==> src/rtl/strip_result_reader_if.sv <==
// Result stream from the strip reader toward frame re-assembly / host DMA.
interface strip_result_reader_if #(
    parameter int DATA_W = 23
);
    logic              m_valid;
    logic              m_ready;
    logic [DATA_W-1:0] m_data;
    logic              m_last;

    modport master (output m_valid, output m_data, output m_last, input m_ready);
    modport slave  (input m_valid, input m_data, input m_last, output m_ready);
endinterface

==> src/rtl/strip_result_reader.sv <==
// Sweeps a conv strip unit's result BRAM after done and streams the words out in address order,
// hiding BRAM read latency and downstream backpressure behind a credit-controlled skid FIFO.
//
// state     | meaning
// ----------+-------------------------------------------------------------
// IDLE      | waiting for start; counters cleared
// WAIT_DONE | readout requested, waiting for unit_done level
// STREAM    | issuing BRAM reads and draining the FIFO downstream
// FINISH    | one-cycle done pulse after the last word was accepted
module strip_result_reader #(
    parameter int OUT_COUNT = 6216,
    parameter int ADDR_W    = 13,
    parameter int DATA_W    = 23,
    parameter int RD_LAT    = 2
) (
    input  logic              clk,
    input  logic              reset,
    input  logic              start,
    input  logic              unit_done,
    output logic [ADDR_W-1:0] strip_addr,
    input  logic [DATA_W-1:0] strip_data,
    output logic              busy,
    output logic              done,
    strip_result_reader_if.master m
);
    localparam int FIFO_DEPTH = RD_LAT + 2;
    localparam int CNT_W      = $clog2(OUT_COUNT + 1);
    localparam int PTR_W      = (FIFO_DEPTH > 1) ? $clog2(FIFO_DEPTH) : 1;
    localparam int FCNT_W     = $clog2(FIFO_DEPTH + 1);
    localparam int OCC_W      = FCNT_W + 1;

    localparam logic [1:0] ST_IDLE   = 2'd0;
    localparam logic [1:0] ST_WAIT   = 2'd1;
    localparam logic [1:0] ST_STREAM = 2'd2;
    localparam logic [1:0] ST_FINISH = 2'd3;

    logic [1:0]        state;
    logic [CNT_W-1:0]  issued_cnt;
    logic [CNT_W-1:0]  accept_cnt;
    logic [RD_LAT-1:0] tag;
    logic [DATA_W-1:0] mem [FIFO_DEPTH];
    logic [PTR_W-1:0]  wr_ptr;
    logic [PTR_W-1:0]  rd_ptr;
    logic [FCNT_W-1:0] fifo_count;
    logic [OCC_W-1:0]  inflight;
    logic [OCC_W-1:0]  occupancy;
    logic              valid;
    logic              last;
    logic              issue;
    logic              push;
    logic              pop;

    always_comb begin
        inflight = '0;
        for (int i = 0; i < RD_LAT; i++) begin
            inflight = inflight + OCC_W'(tag[i]);
        end
    end

    // A pop in the same cycle is not credited, so the FIFO can never overflow.
    assign occupancy = OCC_W'(fifo_count) + inflight;
    assign issue     = (state == ST_STREAM) && (issued_cnt < CNT_W'(OUT_COUNT)) &&
                       (occupancy < OCC_W'(FIFO_DEPTH));
    assign push      = tag[RD_LAT-1];
    assign valid     = (fifo_count != '0);
    assign last      = valid && (accept_cnt == CNT_W'(OUT_COUNT - 1));
    assign pop       = valid && m.m_ready;

    assign m.m_valid = valid;
    assign m.m_data  = valid ? mem[rd_ptr] : '0;
    assign m.m_last  = last;
    assign busy      = (state != ST_IDLE);
    assign done      = (state == ST_FINISH);

    always_ff @(posedge clk) begin
        if (reset) begin
            state      <= ST_IDLE;
            strip_addr <= '0;
            issued_cnt <= '0;
            accept_cnt <= '0;
            tag        <= '0;
            wr_ptr     <= '0;
            rd_ptr     <= '0;
            fifo_count <= '0;
        end else begin
            case (state)
                ST_IDLE:   if (start) state <= ST_WAIT;
                ST_WAIT:   if (unit_done) state <= ST_STREAM;
                ST_STREAM: if (pop && last) state <= ST_FINISH;
                default:   state <= ST_IDLE;
            endcase

            if (state == ST_IDLE) begin
                issued_cnt <= '0;
                accept_cnt <= '0;
                strip_addr <= '0;
            end else if (issue) begin
                issued_cnt <= issued_cnt + CNT_W'(1);
                strip_addr <= ADDR_W'(issued_cnt + CNT_W'(1));
            end

            // Tags mark cycles whose address will show up on strip_data RD_LAT cycles later.
            tag[0] <= issue;
            for (int i = 1; i < RD_LAT; i++) begin
                tag[i] <= tag[i-1];
            end

            if (push) begin
                wr_ptr <= (wr_ptr == PTR_W'(FIFO_DEPTH - 1)) ? '0 : wr_ptr + PTR_W'(1);
            end
            if (pop) begin
                rd_ptr     <= (rd_ptr == PTR_W'(FIFO_DEPTH - 1)) ? '0 : rd_ptr + PTR_W'(1);
                accept_cnt <= accept_cnt + CNT_W'(1);
            end
            case ({push, pop})
                2'b10:   fifo_count <= fifo_count + FCNT_W'(1);
                2'b01:   fifo_count <= fifo_count - FCNT_W'(1);
                default: fifo_count <= fifo_count;
            endcase
        end
    end

    always_ff @(posedge clk) begin
        if (push) begin
            mem[wr_ptr] <= strip_data;
        end
    end
endmodule

==> src/flat_wrapper.sv <==
// flat-port wrapper written by rule: the top's interface ports become plain ports
module strip_result_reader_flat 
#(
    parameter int OUT_COUNT = 6216,
    parameter int ADDR_W    = 13,
    parameter int DATA_W    = 23,
    parameter int RD_LAT    = 2
)
  (clk, reset, start, unit_done, strip_addr, strip_data, busy, done, m_m_valid, m_m_data, m_m_last, m_m_ready);
  strip_result_reader_if #(.DATA_W(DATA_W)) m_i ();
  input  logic clk;
  input  logic reset;
  input  logic start;
  input  logic unit_done;
  output logic [ADDR_W-1:0] strip_addr;
  input  logic [DATA_W-1:0] strip_data;
  output logic busy;
  output logic done;
  output wire logic [$bits(m_i.m_valid)-1:0] m_m_valid;
  output wire logic [$bits(m_i.m_data)-1:0] m_m_data;
  output wire logic [$bits(m_i.m_last)-1:0] m_m_last;
  input wire logic [$bits(m_i.m_ready)-1:0] m_m_ready;
  assign m_m_valid = m_i.m_valid;
  assign m_m_data = m_i.m_data;
  assign m_m_last = m_i.m_last;
  assign m_i.m_ready = m_m_ready;
  strip_result_reader #(.OUT_COUNT(OUT_COUNT), .ADDR_W(ADDR_W), .DATA_W(DATA_W), .RD_LAT(RD_LAT)) u_core (.clk(clk), .reset(reset), .start(start), .unit_done(unit_done), .strip_addr(strip_addr), .strip_data(strip_data), .busy(busy), .done(done), .m(m_i));
endmodule
==> config.mk <==
export PLATFORM = sky130hd
export DESIGN_NAME = strip_result_reader_flat
export DESIGN_NICKNAME = d
export VERILOG_FILES = /design/src/rtl/strip_result_reader_if.sv /design/src/rtl/strip_result_reader.sv /design/src/flat_wrapper.sv
export SDC_FILE = /design/constraint.sdc
export NUM_CORES = 1
export LEC_CHECK = 0
export BUFFER_PORTS_ARGS = -buffer_cell sky130_fd_sc_hd__clkbuf_2
export CAP_MARGIN = 20
export CORE_MARGIN = 2
export CORE_UTILIZATION = 52
export DETAILED_ROUTE_END_ITERATION = 12
export GPL_ROUTABILITY_DRIVEN = 0
export PLACE_DENSITY = 0.73
export SYNTH_ARGS = -nofsm -noshare
export SYNTH_HDL_FRONTEND = slang
export SYNTH_SLANG_ARGS = --single-unit
==> constraint.sdc <==
create_clock -name clk -period 3.5 [get_ports clk]
set_input_delay 0.175 -clock clk [delete_from_list [all_inputs] [get_ports clk]]
set_output_delay 0.175 -clock clk [all_outputs]
set_load 0.01 [all_outputs]
==> results.cfg <==
[hold_path]
worstHoldStart = unit_done
hold_depth = 4
hp-class = primary input to flop
hold_end = u_core.state[0]

[drt]
drt_iter0_drc = 118
drc_errors = 0
wl_per_cell_um = 15.9
wl_um = 10000
viasPerCell = 5.43
vias = 3416
drtPass1Iterations = 4
ant_nets = 0

[grt]
grt-ovfl-total = 0
first_global_vias = 3466
grt_max_degree = 26
antenna_found_initial = 0
grt_pass1_wl_um = 16400
track_usage_pct = 19.0

[floorplan]
die_h_um = 106
core_sq_um = 10200
num_io_pins = 68
die_area_sq_um = 11200
die_w_um = 106
rows = 37
start_util_pct = 52.9

[synth]
yosys_warnings = 0
syn_area_sq_um = 5420
syn_inst = 378
synth_top_flop_cell = edfxtp_1
ys_async_sr_fraction_pct = 0
synth_cell_types = 44
ys_seq_elements = 131
syn_area_per_cell_sq_um = 14.3
synth_edf_count = 92
syn_nets = 421
ys_seq_area_share_pct = 65.4

[clock_tree]
cts_buffer_depth = 2
insertion_delay_ns = 0.51
cts_setup_buffers = 0
cts_hold_buf = 23
post_cts_resized = 0
clock_sinks = 131
cts_made_buffers = 17
root_buffer = clkbuf_8
clk_pin_slew_ns = 0.06
h-tree-depth = 4
cts_tree = done

[sta]
slew_violations = 0
hold_viol = 0
period_needed_ns = 2.46
tightest_slew_ns = 0.827
rsz0062_at_grt = no
setup_violations = 0
max-slew-margin-rel_pct = 44.9
skew_ns = 0.0133
whs_ns = 0.0617
finalCritPeriodShare_pct = 70.4
tns_ns = 0
fmax_ghz = 0.406

[final_layout]
nNetsFinal = 523
antenna_cells = 0
fillers = 756
multiInputGateArea_sq_um = 1760
layout.area.seq_sq_um = 3540
area_delta_synth_final_pct = 23.9
layout-drive-gt1-share_pct = 27.6

[power]
p_leak_nw = 2.33
irDropWorstVdd_mv = 0.418
power_density_nw_per_um2 = 581
p_total_w = 0.00390

[worst_setup_path]
regToRegSetupSlack_ns = 1.13
critPathLaunchType = flop
crit_required_ns = 3.32
endpoint_kind = primary output
critPathKind = flop to primary output
reg2reg_depth = 7
arrival_ns = 2.29
cp_max_fo = 23
worstReg2RegEnd = u_core.strip_addr[5]
r2r_start = u_core.tag[1]

[place]
dp_hpwl_um = 6140
portBuffers = 67

[status]
outcome = completed

[run]
drv_cap = 0
## flip-flops by register name, indices dropped and copies added, names as in the netlist, named ones only
signal	flops
u_core.fifo_count	3
u_core.accept_cnt	13
u_core.rd_ptr	2
u_core.wr_ptr	2
u_core.strip_addr	13
u_core.state	2
u_core.mem	92
u_core.tag	2
## Yosys cell counts, types with 2 or more instances
master,instances,area [sq um]
edfxtp_1,92,2760
dfxtp_1,39,781
nor2_1,29,109
nor2b_1,25,156
mux4_2,23,518
a21oi_1,22,110
nand2_1,16,60.1
ha_1,14,175
inv_1,13,48.8
nand3_1,11,55.1
clkbuf_1,9,33.8
nor3_1,8,40.0
o21ai_1,8,40.0
or3_1,8,50.1
xnor2_1,6,52.6
and2_1,5,31.3
o21ai_0,4,20.0
a211oi_1,3,22.5
a31oi_1,3,18.8
buf_2,3,15.0
nand4_1,3,18.8
xor2_1,3,26.3
a311oi_1,2,17.5
buf_1,2,7.51
inv_2,2,7.51
mux2i_1,2,20.0
nor3b_1,2,15.0
nor4b_1,2,17.5
or2_1,2,12.5
or4b_1,2,20.0
or4bb_1,2,22.5
## placed cells by master (no fill, tap or decap), types with 13 or more instances in the layout
cell type       n
edfxtp_1       92
clkbuf_2       67
dfxtp_1        38
nor2_1         29
nor2b_1        25
mux4_2         23
dlygate4sd3_1  23
a21oi_1        22
nand2_1        16
clkbuf_16      16
ha_1           14
inv_1          13
## area by class of cell
cell class,count,share of cell area [%]
clock inverters,15,2.14
multi-input cells,218,26.3
well taps,136,2.54
flip-flops and latches,131,52.8
inverters,15,0.839
clock buffers,17,6.17
repair buffers,97,9.21
## through the flow
step	instance area (sq um)	utilization, %	std cells	worst slack, ns
3_5_place_dp	5920	57.9	574	1.11
4_1_cts	6710	65.6	629	0.948
6_report	6710	65.6	629	1.04
3_3_place_gp	5920	57.9	574	1.20
5_1_grt	6710	65.6	629	0.847
2_1_floorplan	5420	-	378	1.31
## where the power goes
part	internal [W]	switching, W	total, W
clock	0.000956	0.000668	0.00162
combinational	0.000226	0.000294	0.000520
sequential	0.00170	0.0000511	0.00175
## worst max-delay path by stage
stage                        startpoint  cells after the start               endpoint
final                              flop                      3           m_m_data[10]
after detailed placement  u_core.tag[1]                      7   u_core.strip_addr[9]
after global routing               flop                      3           m_m_data[20]
after CTS                          flop                      3           m_m_data[10]
after global placement    u_core.tag[1]                      7   u_core.strip_addr[9]
after floorplan           u_core.tag[1]                      8  u_core.strip_addr[11]
## cell families (layout without fill, tap and decap cells)
group / Yosys count / in the layout / share of synthesized area, %
DFF: 131 / 131 / 65.4
buffers and inverters: 29 / 144 / 2.08
adders and majority gates: 15 / 15 / 3.60
xor gates and xnor gates: 9 / 9 / 1.46
AOI/OAI and AO/OA: 48 / 48 / 5.29
and+or+nand+nor: 120 / 120 / 12.0
muxes: 26 / 26 / 10.1
## critical path, cell delays in order, from the launching register on
cell and delay, ns:
dfxtp_2 0.87, mux4_2 0.60, nor2b_1 0.16, clkbuf_2 0.14
## routing by layer
metal / up-vias / track usage, % / share of wire (%)
met5: - / 0 / 0
met2: 72 / 33.8 / 54
met3: 4 / 5.03 / 3.6
met1: 1707 / 22.8 / 42
met4: 0 / 5.64 / 0.51
li1: 1633 / - / -
No activity file was read; power rests on OpenSTA's default activity.
